`src/rtl/noc_pkg.sv`:
```
// Shared NoC router constants and packet/port types used by the arbiter
// receive path (packet_distributor and its test environment).
package noc_pkg;

  localparam int PL   = 8;
  localparam int REN  = 5;
  localparam int IDXW = 4;

  typedef logic [PL-1:0]   packet_t;
  typedef logic [IDXW-1:0] port_idx_t;

endpackage

```
`src/rtl/lane_fifo.sv`:
```
// Single-clock synchronous FIFO for one output lane: push at the tail, pop at
// the head, occupancy tracked by an explicit count (full/empty derived from it).
module lane_fifo #(
  parameter int DEPTH = 4,
  parameter int PL    = 8
) (
  input  logic                       clk,
  input  logic                       rst_n,
  input  logic                       push,
  input  logic [PL-1:0]              push_data,
  input  logic                       pop,
  output logic [PL-1:0]              head,
  output logic [$clog2(DEPTH):0]     count,
  output logic                       full,
  output logic                       empty
);

  localparam int AW = $clog2(DEPTH);
  localparam int CW = AW + 1;

  logic [PL-1:0] mem_q [DEPTH];
  logic [PL-1:0] mem_d [DEPTH];
  logic [AW-1:0] rd_ptr_q, rd_ptr_d;
  logic [AW-1:0] wr_ptr_q, wr_ptr_d;
  logic [CW-1:0] count_q, count_d;
  logic          do_push;
  logic          do_pop;

  assign full    = (count_q == CW'(DEPTH));
  assign empty   = (count_q == '0);
  assign count   = count_q;
  assign do_push = push && !full;
  assign do_pop  = pop && !empty;
  // An empty lane presents zero rather than stale storage contents.
  assign head    = empty ? '0 : mem_q[rd_ptr_q];

  always_comb begin
    mem_d    = mem_q;
    rd_ptr_d = rd_ptr_q;
    wr_ptr_d = wr_ptr_q;
    count_d  = count_q;
    if (do_push) begin
      mem_d[wr_ptr_q] = push_data;
      wr_ptr_d        = wr_ptr_q + AW'(1);
    end
    if (do_pop) begin
      rd_ptr_d = rd_ptr_q + AW'(1);
    end
    case ({do_push, do_pop})
      2'b10:   count_d = count_q + CW'(1);
      2'b01:   count_d = count_q - CW'(1);
      default: count_d = count_q;
    endcase
  end

  always_ff @(posedge clk or negedge rst_n) begin
    if (!rst_n) begin
      rd_ptr_q <= '0;
      wr_ptr_q <= '0;
      count_q  <= '0;
    end else begin
      rd_ptr_q <= rd_ptr_d;
      wr_ptr_q <= wr_ptr_d;
      count_q  <= count_d;
    end
  end

  always_ff @(posedge clk) begin
    mem_q <= mem_d;
  end

endmodule

```
`src/rtl/packet_distributor.sv`:
```
// Arbiter receive end: steers each packet to the lane named by in_shift, drops
// out-of-range indices. Optional null-packet discard: PACKET_DISTRIBUTOR_NULL_FILTER_EN.
module packet_distributor #(
  parameter int PL    = 8,
  parameter int REN   = 5,
  parameter int DEPTH = 4,
  parameter int IDXW  = 4
) (
  input  logic                clk,
  input  logic                rst_n,
  input  logic [PL-1:0]       in_data,
  input  logic [IDXW-1:0]     in_shift,
  input  logic                in_valid,
  output logic                in_ready,
  output logic [REN*PL-1:0]   out_data,
  output logic [REN-1:0]      out_valid,
  input  logic [REN-1:0]      out_ready,
  output logic                drop_pulse
);

  import noc_pkg::*;

  localparam int CW = $clog2(DEPTH) + 1;
  localparam logic [IDXW-1:0] REN_IDX = IDXW'(REN);

  logic [REN-1:0]    lane_full;
  logic [REN-1:0]    lane_empty;
  logic [REN-1:0]    lane_push;
  logic [REN-1:0]    lane_pop;
  logic [CW-1:0]     lane_count [REN];
  logic [REN*PL-1:0] head_bus;
  logic              in_range;
  logic              sel_full;
  logic              is_null;
  logic              accept;
  logic              drop_q, drop_d;

`ifdef PACKET_DISTRIBUTOR_NULL_FILTER_EN
  assign is_null = (in_data == '0);
`else
  assign is_null = 1'b0;
`endif

  assign in_range = (in_shift < REN_IDX);

  // Ready is a pure function of registered occupancy and the index; no out_ready path.
  always_comb begin
    sel_full = 1'b0;
    for (int k = 0; k < REN; k++) begin
      if (in_shift == IDXW'(k)) sel_full = lane_full[k];
    end
  end

  assign in_ready = is_null || !in_range || !sel_full;
  assign accept   = in_valid && in_ready;

  always_comb begin
    lane_push = '0;
    for (int k = 0; k < REN; k++) begin
      lane_push[k] = accept && in_range && !is_null && (in_shift == IDXW'(k));
    end
  end

  assign lane_pop = out_ready & ~lane_empty;
  assign drop_d   = accept && !in_range && !is_null;

  always_ff @(posedge clk or negedge rst_n) begin
    if (!rst_n) drop_q <= 1'b0;
    else        drop_q <= drop_d;
  end

  assign drop_pulse = drop_q;

  for (genvar g = 0; g < REN; g++) begin : g_lane
    lane_fifo #(
      .DEPTH (DEPTH),
      .PL    (PL)
    ) u_lane (
      .clk       (clk),
      .rst_n     (rst_n),
      .push      (lane_push[g]),
      .push_data (in_data),
      .pop       (lane_pop[g]),
      .head      (head_bus[g*PL +: PL]),
      .count     (lane_count[g]),
      .full      (lane_full[g]),
      .empty     (lane_empty[g])
    );
    assign out_valid[g] = (lane_count[g] != '0);
  end

  assign out_data = head_bus;

endmodule
```
`config.mk`:
```
export PLATFORM = sky130hd
export DESIGN_NAME = packet_distributor
export DESIGN_NICKNAME = d
export VERILOG_FILES = /design/src/rtl/noc_pkg.sv /design/src/rtl/lane_fifo.sv /design/src/rtl/packet_distributor.sv
export SDC_FILE = /design/constraint.sdc
export NUM_CORES = 1
export LEC_CHECK = 0
export CORE_ASPECT_RATIO = 1.5
export CORE_MARGIN = 5
export CORE_UTILIZATION = 27
export CTS_CLUSTER_DIAMETER = 60
export DETAILED_ROUTE_END_ITERATION = 12
export PLACE_DENSITY = 0.53
export SYNTH_ARGS = -nofsm -noshare
export SYNTH_HDL_FRONTEND = slang
export SYNTH_SLANG_ARGS = --single-unit
```
`constraint.sdc`:
```
create_clock -name clk -period 5.78 [get_ports clk]
set_input_delay 0.578 -clock clk [delete_from_list [all_inputs] [get_ports clk]]
set_output_delay 0.578 -clock clk [all_outputs]
set_load 0.01 [all_outputs]
```
==> reports/summary.log <==
qor: outcome.status finished clean
qor: synthesis.yosys_warnings 0
qor: synthesis.synth_largest_type_area_fraction 58.1%
qor: floorplan.site_rows 78
qor: synthesis.yosys_most_used_dff edfxtp_1
qor: synthesis.synth_compound_area_share 0.590%
qor: cts.postCtsHoldBufs 0
qor: synthesis.async_reset_ff_share 18.4%
qor: sta.post-route-worst-setup-slack 2.74 ns
qor: synthesis.post_synth.cell_area_avg 18.1 sq um
qor: power_and_ir_drop.power_dens_cells 457 nW/um^2
qor: sta.finalMaxSlewViolations 0
qor: sta.slew-limit-headroom 38.0%
qor: floorplan.design.die.area 34300 sq um
qor: critical_path.worstSetupEndpointType output pin
qor: cts.insertion_delay_of_the_later_clocked_pin_in_the_worst_skew_pair 0.43 ns
qor: layout.area_growth_syn_to_layout 20.0%
qor: synthesis.syn_area 8270 sq um
qor: critical_path.internal_reg_to_reg_setup_slack 3.30 ns
qor: cts.cts.sinks 196
qor: critical_path.critical_path.reg2reg.startpoint g_lane[4].u_lane.count[0]$_DFFE_PN0P_
qor: critical_path.cp_data_arrival_time 2.46 ns
qor: global_routing.largest_net_degree_at_the_start_of_global_routing 37
qor: global_routing.grt_pass1_wl 25.6 mm
qor: power_and_ir_drop.p_switching 1.41 mW
qor: synthesis.synth_top_family_by_area multiplexers
qor: synthesis.yosysSeqAreaShare 69.0%
qor: floorplan.placeableCoreArea 30300 sq um
qor: cts.post-cts-setup-buffer-count 0
qor: sta.grt_setup_unrepaired no
qor: synthesis.synth_cell_type_count 35
qor: sta.setup_violations 0
qor: routing.drt_iter0_drc 210
qor: synthesis.xor_xnor_cell_area_share_of_the_yosys_netlist 3.18%
qor: power_and_ir_drop.worst_ir_drop_vdd 0.207 mV
qor: routing.detail_route.first_pass.iterations 4
qor: routing.vias_per_cell 4.27
qor: floorplan.die_height 224 microns
qor: placed_design.dp.final_hpwl 11.4 mm
qor: power_and_ir_drop.design_power_total 4.53 mW
qor: layout.mostFrequentLayoutCell edfxtp_1
qor: critical_path.crit-reg2reg-capture g_lane[4].u_lane.count[2]$_DFFE_PN0P_
qor: sta.tightestPinTransition 0.929 ns
qor: sta.achievable-frequency 0.329 GHz
qor: synthesis.post_synthesis_mux_area_share 12.0%
qor: routing.num_vias 4008
qor: synthesis.register_bit_total_from_synthesis 196
qor: cts.cts-htree-levels 4
qor: power_and_ir_drop.power_internal 3.12 mW
qor: placed_design.buffer_ports.inserted 66
qor: layout.final_nets 576
qor: cts.cts_root_buf clkbuf_16
qor: global_routing.tot_gr_track_use 9.97%
qor: cts.clock_tree_from_tritoncts yes
qor: synthesis.syn_nets 507
qor: synthesis.synthSimpleGateAreaFrac 8.04%
qor: cts.clock_pin_slew_on_the_worst_setup_and_hold_paths 0.08 ns
qor: floorplan.die_width 153 microns
qor: cts.cts-root-to-sink-buffers 2
qor: sta.fin_setup_tns 0 ns
qor: routing.wirelength_per_cell 17.5 microns
qor: layout.antenna-diode-count 0
qor: cts.cts_inserted_buffers 17
qor: sta.final_period_minus_worst_setup_slack 3.04 ns
qor: power_and_ir_drop.seq_power_share 42.6%
qor: placed_design.inst_count_dp 907
qor: layout.share_of_layout_cells_above_drive_strength_1 16.3%
qor: critical_path.path_class reg2out
qor: layout.mostFrequentLayoutCells edfxtp_1, clkdlybuf4s50_1, and2_1
qor: layout.layout.cells.non_filler 939
qor: hold_path.hold_wc_path_type in2async
qor: placed_design.globalplace.congestion 0.721
qor: power_and_ir_drop.p_sw_share 31.2%
qor: sta.hold_viol 0
qor: synthesis.synthesis.instances 457
qor: critical_path.critPathLaunchType flip-flop
qor: routing.ant_nets 0
qor: critical_path.r2r.worst_path.cells 9
qor: synthesis.netlist_top_cells_area edfxtp_1, dfrtp_1, mux4_2
qor: sta.clock_skew 0.00774 ns
qor: synthesis.synth_top_cell_by_area edfxtp_1
qor: cts.cts_resized 0
qor: placed_design.place_ws 2.70 ns
qor: critical_path.worst-path-max-fanout 10
qor: power_and_ir_drop.static-leakage-power 3.40 nW
qor: critical_path.data_required_critical_path 5.20 ns
qor: power_and_ir_drop.clock_power_share 25.0%
qor: floorplan.floorplan.io_pins 67
qor: routing.post-route-drc-count 0
qor: routing.routed_wirelength 16.5 mm
qor: synthesis.yosys.area_share.adder 4.99%
qor: layout.stdcell_area 9920 sq um
qor: placed_design.placedInstanceArea 9360 sq um
qor: power_and_ir_drop.power.combinational.fraction 32.5%
qor: synthesis.number_of_synthesized_flops_with_an_enable_pin 160
qor: global_routing.grt_pass1_vias 4360
qor: global_routing.grt-ovfl-total 0
qor: floorplan.initial_utilization 27.3%
qor: global_routing.antenna_found_initial 0
qor: sta.finalCritPeriodShare 52.6%
qor: run.cap_viol_max_count 0
[cell usage after synthesis (3+ instances only)]
cell type  number
and2_1         62
mux4_2         40
or3_1           5
xor2_1         15
nor2_1          6
fa_1            5
ha_1           25
mux2_2          4
clkbuf_1       11
inv_1          31
and2_2          3
edfxtp_1      160
mux2i_1         3
nor3b_4         3
nand2_1         3
xnor2_1        15
nand3_1         5
dfrtp_1        36
buf_2           5
[area by class of cell]
cell class | instances | area [sq um]
Tap cell | 400 | 500
Multi-Input combinational cell | 214 | 2380
Clock buffer | 17 | 425
Fill cell | 2930 | 20300
Clock inverter | 15 | 138
Sequential cell | 196 | 5710
Timing Repair Buffer | 66 | 656
Inverter | 31 | 116
[routing by layer]
metal	part of all wire, %	vias up	track usage (%)
li1	-	1829	-
met2	55	71	18.2
met4	3.1	0	4.83
met3	2.8	20	2.27
met1	39	2088	10.9
met5	0	-	0
[worst max-delay path by stage]
stage | start | end | cells past startpoint
2_1_floorplan | in_shift[2] | g_lane[0].u_lane.count[2]$_DFFE_PN0P_ | 9
3_3_place_gp | in_shift[2] | g_lane[3].u_lane.count[2]$_DFFE_PN0P_ | 10
3_5_place_dp | in_shift[2] | g_lane[3].u_lane.count[1]$_DFFE_PN0P_ | 8
4_1_cts | g_lane[1].u_lane.rd_ptr_q[0]$_DFFE_PN0P_ | out_data[8] | 3
5_1_grt | g_lane[1].u_lane.rd_ptr_q[0]$_DFFE_PN0P_ | out_data[14] | 3
6_report | g_lane[1].u_lane.rd_ptr_q[0]$_DFFE_PN0P_ | out_data[14] | 3
[worst max-delay path, cell delays in order, from the launching register on]
cell and delay [ns]:
dfrtp_1 0.74, mux4_2 0.62, and2_1 0.19, clkdlybuf4s50_1 0.47
[cells by family (layout without fill, tap and decap cells)]
group / Yosys count / count (layout)
adders and majority gates: 30 / 30
muxes: 48 / 48
AOI/OAI and AO/OA: 7 / 7
buffers and inverters: 47 / 129
and+or+nand+nor: 99 / 99
DFF: 196 / 196
xor gates and xnor gates: 30 / 30
[stage by stage]
stage	util, %	hold slack, ns
2_1_floorplan	-	0.282
3_3_place_gp	30.9	0.463
3_5_place_dp	30.9	0.474
4_1_cts	32.8	0.300
5_1_grt	32.8	0.346
6_report	32.8	0.280
[sequential cells by signal, indices dropped and copies added, names as in the netlist]
register	count
g_lane.u_lane.mem_q	160
g_lane.u_lane.wr_ptr_q	10
drop_pulse	1
g_lane.u_lane.count	15
g_lane.u_lane.rd_ptr_q	10
[power by group through the flow]
| stage | logic [mW] | registers, mW | clock network (mW) |
|---|---|---|---|
| detailed placement | 1.50 | 1.97 | 0 |
| global route | 1.62 | 1.97 | 1.22 |
| finish | 1.47 | 1.93 | 1.13 |
| CTS | 1.51 | 1.94 | 1.17 |
| global placement | 1.45 | 1.95 | 0 |
| floorplan | 1.02 | 1.77 | 0 |
Note: power is estimated with default switching activity, not from simulation.
